**config.mk**
```make
export PLATFORM = sky130hd
export DESIGN_NAME = btn_conditioner
export DESIGN_NICKNAME = d
export VERILOG_FILES = /design/src/rtl/btn_conditioner.sv
export SDC_FILE = /design/constraint.sdc
export NUM_CORES = 1
export LEC_CHECK = 0
export ABC_CLOCK_PERIOD_IN_PS = 6400
export CORE_MARGIN = 3
export CORE_UTILIZATION = 24
export CTS_CLUSTER_DIAMETER = 120
export DETAILED_ROUTE_END_ITERATION = 10
export SYNTH_ARGS = -nofsm -noshare
export SYNTH_HDL_FRONTEND = slang
export SYNTH_SLANG_ARGS = --single-unit
```
**constraint.sdc**
```tcl
create_clock -name clk -period 6.4 [get_ports clk]
set_input_delay 1.92 -clock clk [delete_from_list [all_inputs] [get_ports clk]]
set_output_delay 1.92 -clock clk [all_outputs]
set_load 0.005 [all_outputs]
```
**src/rtl/btn_conditioner.sv**
```systemverilog
// -----------------------------------------------------------------------------
// btn_conditioner
//
// Front-end for the panel push-buttons. Each button has its own channel:
//   raw pin -> 2-flop synchroniser -> debounce counter -> clean level
//   -> one-cycle press/release pulses -> hold FSM (long press, auto-repeat).
// All channels are independent and any number may be active at once.
//
// Ports:
//   clk             system clock, all logic on the rising edge
//   reset_n         asynchronous active-low reset, clears every flop
//   btn_raw         raw, bouncy, asynchronous button pins (active-high)
//   repeat_en       per-button auto-repeat enable (synchronous to clk)
//   btn_level       debounced button state
//   btn_pedge       one-cycle pulse when btn_level rises
//   btn_nedge       one-cycle pulse when btn_level falls
//   btn_long        one-cycle pulse when a hold reaches LONG_CYC cycles
//   btn_repeat      one-cycle pulse every REPEAT_CYC cycles after btn_long
//                   while held and repeat_en is set
//   dbg_hold_state  hold FSM state of button i on bits [2*i+1:2*i]
//                   (0 IDLE, 1 HELD, 2 LONG, 3 REPEAT)
// -----------------------------------------------------------------------------
module btn_conditioner #(
    parameter int N_BTN        = 7,
    parameter int DEBOUNCE_CYC = 1_000_000,
    parameter int LONG_CYC     = 100_000_000,
    parameter int REPEAT_CYC   = 20_000_000
) (
    input  logic               clk,
    input  logic               reset_n,
    input  logic [N_BTN-1:0]   btn_raw,
    input  logic [N_BTN-1:0]   repeat_en,
    output logic [N_BTN-1:0]   btn_level,
    output logic [N_BTN-1:0]   btn_pedge,
    output logic [N_BTN-1:0]   btn_nedge,
    output logic [N_BTN-1:0]   btn_long,
    output logic [N_BTN-1:0]   btn_repeat,
    output logic [2*N_BTN-1:0] dbg_hold_state
);

    localparam int MAX_A = (DEBOUNCE_CYC > LONG_CYC) ? DEBOUNCE_CYC : LONG_CYC;
    localparam int MAX_P = (MAX_A > REPEAT_CYC) ? MAX_A : REPEAT_CYC;
    // One extra code point so the debounce terminal value DEBOUNCE_CYC fits
    // even when it is the largest parameter and a power of two.
    localparam int CW    = $clog2(MAX_P + 1);

    localparam logic [CW-1:0] DB_LAST   = CW'(DEBOUNCE_CYC);
    localparam logic [CW-1:0] LONG_LAST = CW'(LONG_CYC - 1);
    localparam logic [CW-1:0] REP_LAST  = CW'(REPEAT_CYC - 1);

    generate
        if (N_BTN < 2 || DEBOUNCE_CYC < 2 || LONG_CYC < 2 || REPEAT_CYC < 2) begin : g_bad_params
            $error("btn_conditioner: every parameter must be >= 2");
        end
    endgenerate

    typedef enum logic [1:0] {
        S_IDLE   = 2'd0,
        S_HELD   = 2'd1,
        S_LONG   = 2'd2,
        S_REPEAT = 2'd3
    } hold_state_e;

    for (genvar i = 0; i < N_BTN; i++) begin : g_btn
        logic            sync1_q, sync2_q;
        logic [CW-1:0]   db_cnt_q, db_cnt_d;
        logic            level_q, level_d;
        logic            rise, fall;
        hold_state_e     state_q, state_d;
        logic [CW-1:0]   hold_cnt_q, hold_cnt_d;
        logic            pedge_q, nedge_q, long_q, long_d, repeat_q, repeat_d;

        // Debounce: the count restarts whenever the synchronised pin agrees
        // with the accepted level, so any bounce throws away the progress.
        // Comparing against DEBOUNCE_CYC (not DEBOUNCE_CYC-1) places the
        // level change DEBOUNCE_CYC+2 edges after the pin is first sampled.
        always_comb begin
            db_cnt_d = '0;
            level_d  = level_q;
            if (sync2_q != level_q) begin
                if (db_cnt_q == DB_LAST) begin
                    level_d = sync2_q;
                end else begin
                    db_cnt_d = db_cnt_q + 1'b1;
                end
            end
        end

        assign rise = level_d & ~level_q;
        assign fall = ~level_d & level_q;

        // Hold FSM next state. A release wins over everything, which is what
        // keeps long/repeat pulses out of the release cycle.
        always_comb begin
            state_d    = state_q;
            hold_cnt_d = hold_cnt_q;
            long_d     = 1'b0;
            repeat_d   = 1'b0;
            if (fall) begin
                state_d    = S_IDLE;
                hold_cnt_d = '0;
            end else begin
                case (state_q)
                    S_IDLE: begin
                        if (rise) begin
                            state_d    = S_HELD;
                            hold_cnt_d = '0;
                        end
                    end
                    S_HELD: begin
                        if (hold_cnt_q == LONG_LAST) begin
                            long_d     = 1'b1;
                            hold_cnt_d = '0;
                            state_d    = S_LONG;
                        end else begin
                            hold_cnt_d = hold_cnt_q + 1'b1;
                        end
                    end
                    S_LONG, S_REPEAT: begin
                        // Dropping repeat_en parks the counter at 0, so the
                        // period restarts from scratch when it comes back.
                        if (!repeat_en[i]) begin
                            hold_cnt_d = '0;
                        end else if (hold_cnt_q == REP_LAST) begin
                            repeat_d   = 1'b1;
                            hold_cnt_d = '0;
                            state_d    = S_REPEAT;
                        end else begin
                            hold_cnt_d = hold_cnt_q + 1'b1;
                        end
                    end
                    default: begin
                        state_d    = S_IDLE;
                        hold_cnt_d = '0;
                    end
                endcase
            end
        end

        always_ff @(posedge clk or negedge reset_n) begin
            if (!reset_n) begin
                sync1_q    <= 1'b0;
                sync2_q    <= 1'b0;
                db_cnt_q   <= '0;
                level_q    <= 1'b0;
                state_q    <= S_IDLE;
                hold_cnt_q <= '0;
                pedge_q    <= 1'b0;
                nedge_q    <= 1'b0;
                long_q     <= 1'b0;
                repeat_q   <= 1'b0;
            end else begin
                sync1_q    <= btn_raw[i];
                sync2_q    <= sync1_q;
                db_cnt_q   <= db_cnt_d;
                level_q    <= level_d;
                state_q    <= state_d;
                hold_cnt_q <= hold_cnt_d;
                pedge_q    <= rise;
                nedge_q    <= fall;
                long_q     <= long_d;
                repeat_q   <= repeat_d;
            end
        end

        assign btn_level[i]             = level_q;
        assign btn_pedge[i]             = pedge_q;
        assign btn_nedge[i]             = nedge_q;
        assign btn_long[i]              = long_q;
        assign btn_repeat[i]            = repeat_q;
        assign dbg_hold_state[2*i +: 2] = state_q;
    end

endmodule

```
== Word-level counts from Yosys, hierarchy flattened ==
Index checks and enable logic that the tools add are counted.

* Bits in registers: 441
* Input bits: 16
* Output and inout port bits: 49

* Add/sub/neg operators: 14
* Equality and inequality tests: 77
* Multiplexer cells: 161
* Bitwise logic cells: 28
* Reductions and logical operators: 21

{| class="wikitable"
|+ Operators with widths
! cell !! number
|-
| 2-to-1 mux 27 bit || 49
|-
| case mux 27 bit (3 select lines) || 7
|-
| adder 27 x 1 -> 27 bit, second input constant || 14
|-
| equality test 27 x 20 -> 1 bit, second input constant || 7
|-
| equality test 27 x 25 -> 1 bit, second input constant || 7
|-
| equality test 27 bit, second input constant || 7
|-
| != test 3 bit, second input constant || 28
|-
| 2-to-1 mux 2 bit || 35
|-
| 2-to-1 mux 1 bit || 63
|-
| case mux 2 bit (3 select lines) || 7
|-
| equality test 2 bit, second input constant || 14
|-
| AND reduction 4 bit || 7
|-
| bitwise AND 1 bit || 14
|-
| equality test 2 x 1 -> 1 bit, second input constant || 7
|-
| zero test 2 bit || 7
|-
| NOT 1 bit || 14
|-
| OR reduction 2 bit || 7
|-
| != test 1 bit || 7
|}

== Longest topological paths before layout ==
* Word-level depth: 7
* Gate-level depth with buffers: 15
* Mapped depth without buffers: 14

== Worst setup path before layout ==
Ideal clock, no wire load.

* Path type: in2reg
* From: input repeat_en[2]
* To: register g_btn[2].hold_cnt_q[19]
* Arrival: 3.172 ns
* Data required time: 6.318 ns
* Slack: 3.146 ns
* Cell stages on the path: 7
* Buffers on the path: 2
* Cells stage by stage: and2_1 o31ai_1 a21oi_1 buf_2 buf_2 a21oi_1 a31oi_1

* Cells in the longest elaborated chain, start to end: 3

{| class="wikitable"
|+ RTL lines
! item !! RTL line !! RTL
|-
| from (decl) || 32 || <nowiki>input logic [N_BTN-1:0] repeat_en,</nowiki>
|-
| 2-to-1 mux 27 bit || 122 || <nowiki>if (!repeat_en[i]) begin</nowiki>
|-
| case mux 27 bit (3 select lines) || 103 || <nowiki>case (state_q)</nowiki>
|-
| 2-to-1 mux 27 bit || 99 || <nowiki>if (fall) begin</nowiki>
|-
| to (signal assigned) || 158 || <nowiki>hold_cnt_q <= hold_cnt_d;</nowiki>
|-
| to (decl) || 70 || <nowiki>logic [CW-1:0] hold_cnt_q, hold_cnt_d;</nowiki>
|}

Every way passes these cells.
A chain may end at the register's enable or synchronous reset.

== Final worst setup path ==
* From: register g_btn[1].db_cnt_q[0]
* To: register g_btn[1].hold_cnt_q[17]

* Cells in the longest elaborated chain, start to end: 6

{| class="wikitable"
|+ RTL lines
! item !! RTL line !! RTL
|-
| from (decl) || 66 || <nowiki>logic [CW-1:0] db_cnt_q, db_cnt_d;</nowiki>
|-
| from (signal assigned) || 155 || <nowiki>db_cnt_q <= db_cnt_d;</nowiki>
|-
| equality test 27 x 20 -> 1 bit * || 81 || <nowiki>if (db_cnt_q == DB_LAST) begin</nowiki>
|-
| 2-to-1 mux 1 bit * || 81 ||
|-
| 2-to-1 mux 1 bit * || 80 || <nowiki>if (sync2_q != level_q) begin</nowiki>
|-
| NOT 1 bit * || 90 || <nowiki>assign fall = ~level_d & level_q;</nowiki>
|-
| bitwise AND 1 bit * || 90 ||
|-
| net g_btn[1].fall || 68 || <nowiki>logic rise, fall;</nowiki>
|-
| != test 3 bit (no source line) / 2-to-1 mux 27 bit (equally long branches) || - ||
|-
| to (signal assigned) || 158 ||
|-
| to (decl) || 70 ||
|}

Mark *: on every way through the listed nets, which the timed path passes. The rest lies on a longest branch.

==> impl_metrics.toml <==
[floorplan]
io_pins = 65
core.rowCount = 111
die_height_um = 312
die_x_um = 312
coreArea_um2 = 92200
dieArea_um2 = 97400
start_util_pct = 24.4

[logic_synthesis]
synth_nets = 2462
yosysTopAreaCellShare_pct = 49.1
synth_area_um2 = 22500
ys_seq_area_share_pct = 49.1
synthAdderAreaFrac_pct = 1.95
yosys.area_share.xor_xnor_pct = 9.12
yosys.area_share.simple_pct = 26.7
synth_top_family_by_area = "simple AND/OR/NAND/NOR gates"
synth_enable_flop_cells = 0
async_reset_ff_share_pct = 100
synthMuxAreaShare_pct = 0.629
synth_compound_area_share_pct = 8.65
syn_inst = 2411
synth_cell_type_count = 67
avgSynthCellArea_um2 = 9.32
yosysWarningCount = 0
synth_top_area_cell = "dfrtp_1"
ys_top_cells_by_area = "dfrtp_1, nor2_1, xor2_1"
ys_ff_latch = 441
synthFlopType = "dfrtp_1"

[placement]
placed_cells = 3626
placed_area_um2 = 24300
dpl.hpwl_um = 31000
pre_cts_ws_ns = 2.03
gp_congestion = 0.775
port-buffer-count = 64

[global_route]
grt_max_degree = 107
overflow = 0
grt_pass1_vias = 16669
use_met2_pct = 15.2
grt_pass1_wl_um = 83800
grtUsageMet3_pct = 1.89
antenna_found_initial = 1
use_met1_pct = 13.8
globalRouteTotalUtil_pct = 9.94
busiest_layer = "met2"

[routing]
antenna_left = 0
routedWlPerCell_um = 12.8
drc = 0
drt_pass1_iterations = 8
drt_iter0_drc = 1148
viasPerCell = 4.59
routed_wl_um = 47800
vias = 17098

[power_and_ir_drop]
seqPwrFrac_pct = 46.5
p_clk_share_pct = 51.4
p_switching_w = 0.00134
power_density_nw_per_um2 = 232
power_frac_comb_pct = 2.0
internal_power_w = 0.00472
power.share.switching_pct = 22.1
ir_worst_vdd_mv = 0.171
leakagePower_nw = 10.4

[sta]
fin_hold_ws_ns = 0.348
slew_headroom_pct = 18.5
maxSlewViolCount = 0
worst_pin_slew_ns = 1.22
fmax_mhz = 249
grt_setup_unrepaired = "no"
worst_slack_ns = 2.39
setup_tns_ns = 0
finalHoldViolCount = 0
finalClockSkew_ns = 0.0210
setup_viol = 0
post-route-period-util_pct = 62.7
post-route-min-period_ns = 4.01

[critical_path]
start_kind = "flip-flop"
reg2reg_depth = 13
required_ns = 6.85
worst-setup-path-type = "flip-flop to flip-flop"
worstPathArrival_ns = 4.46
worstSetupEndpointType = "flip-flop"
rr_startpoint = "g_btn[1].db_cnt_q[0]"
reg2reg_setup_slack_ns = 2.39
crit_path_max_fanout = 32
rr_endpoint = "g_btn[1].hold_cnt_q[17]"

[job]
drv_cap = 0

[worst_hold_path]
hp-class = "flip-flop to flip-flop"
hold_path_depth = 0
min-delay-start = "g_btn[4].sync1_q"
holdPathEnd = "g_btn[4].sync2_q"

[finish]
final_cell_area_um2 = 26100
nets = 2490
diodes = 0
area_growth_pct = 16.1
drive_gt1_share_pct = 4.96
final_cell_count_no_fill = 3723

[clocking]
clockBufferDepth = 3
cts.sinks = 441
postCtsResizedCells = 0
cts_root_buf = "clkbuf_16"
postCtsSetupBuffers = 0
cts_tree = "built"
cts.htree.levels = 2
clk_latency_ns = 0.63
clk_pin_slew_worst_paths_ns = 0.05
numCtsBuffers = 54
hold_buffers = 0

[outcome]
status = "finished clean"
==> how the worst max path moves through the flow <==
stage	from	end	slack, ns
floorplan	repeat_en[2]	g_btn[2].hold_cnt_q[19]	3.15
global placement	repeat_en[1]	g_btn[1].hold_cnt_q[17]	2.07
detailed placement	repeat_en[1]	g_btn[1].hold_cnt_q[17]	2.03
CTS	g_btn[1].db_cnt_q[0]	g_btn[1].hold_cnt_q[17]	2.36
global route	g_btn[1].db_cnt_q[0]	g_btn[1].hold_cnt_q[17]	1.86
finish	g_btn[1].db_cnt_q[0]	g_btn[1].hold_cnt_q[17]	2.39
==> placed cells by master (no fill, tap or decap), types with 13 or more instances in the layout <==
cell type and instances:
o21ai_0 52, a41oi_1 16, nand4_1 88, nand3_1 169
and2_1 20, nor4_1 49, dfrtp_1 441, clkdlybuf4s50_1 63
a21o_1 14, and4_1 33, mux2i_1 13, a21oi_1 96
ha_1 35, clkbuf_8 13, inv_1 85, xnor2_1 87
or3_1 31, clkbuf_16 55, nand2_1 199, nor2_1 368
xor2_1 147, a31oi_1 68, a22o_1 16, nor4b_1 26
nor3_1 62, and3_1 60, nand2b_1 20
==> final cells by class <==
| cell class | instances | area [um^2] |
|---|---|---|
| fillers | 9741 | 66100 |
| clock inverters | 17 | 215 |
| inverters | 85 | 319 |
| well taps | 1243 | 1560 |
| multi-input cells | 1779 | 10600 |
| repair buffers | 78 | 788 |
| clock buffers | 80 | 1600 |
| flip-flops and latches | 441 | 11000 |
==> cells in the mapped netlist, drive strengths merged, types with 50 or more instances <==
master	instances
xnor2	87
a21oi	97
and3	60
nor4	50
xor2	147
clkbuf	60
nand2	199
nand4	88
a31oi	68
dfrtp	441
nor3	62
o21ai	59
nand3	169
inv	85
nor2	370
==> power groups by stage <==
stage / Combinational (W) / Clock, W / Sequential, W
after floorplan: 0.0000424 / 0 / 0.00287
after global placement: 0.000129 / 0 / 0.00287
after detailed placement: 0.000130 / 0 / 0.00287
after CTS: 0.000131 / 0.00326 / 0.00282
after global routing: 0.000146 / 0.00337 / 0.00282
final: 0.000123 / 0.00312 / 0.00282
==> metrics by stage <==
| step | util [%] | total power [W] |
|---|---|---|
| 4_1_cts | 28.3 | 0.00621 |
| 5_1_grt | 28.3 | 0.00634 |
| 2_1_floorplan | - | 0.00291 |
| 3_5_place_dp | 26.3 | 0.00300 |
| 3_3_place_gp | 26.3 | 0.00300 |
| 6_report | 28.3 | 0.00606 |
==> kinds of logic after synthesis <==
kind of cell    after synthesis
compound gates              308
xor+xnor                    234
fa+ha+maj                    35
buf+inv                     191
flops                       441
mux                          14
simple gates               1188
==> state kept, by name, indices dropped and copies added, names as in the netlist <==
signal / flops
g_btn.level_q: 7
g_btn.db_cnt_q: 189
g_btn.repeat_q: 7
g_btn.nedge_q: 7
g_btn.long_q: 7
g_btn.state_q: 14
g_btn.pedge_q: 7
g_btn.sync2_q: 7
g_btn.sync1_q: 7
g_btn.hold_cnt_q: 189
==> worst max-delay path, stage by stage, from the launching register on <==
cell and delay (ns):
dfrtp_1 0.42, inv_1 0.07, ha_1 0.14, nor4b_1 0.29, nand4_1 0.20, nor2_1 0.16
mux2i_1 0.24, ha_1 0.42, nor3b_1 0.11, o31ai_1 0.24, nand2_1 0.83, buf_4 0.45
a41oi_1 0.21, a31oi_1 0.06
==> layer usage <==
layer,wire length [um],part of all wire (%)
met1,23200,49
met2,21200,44
met5,13,0.027
met3,1960,4.1
met4,1480,3.1
Note: power is estimated with default switching activity, not from simulation.
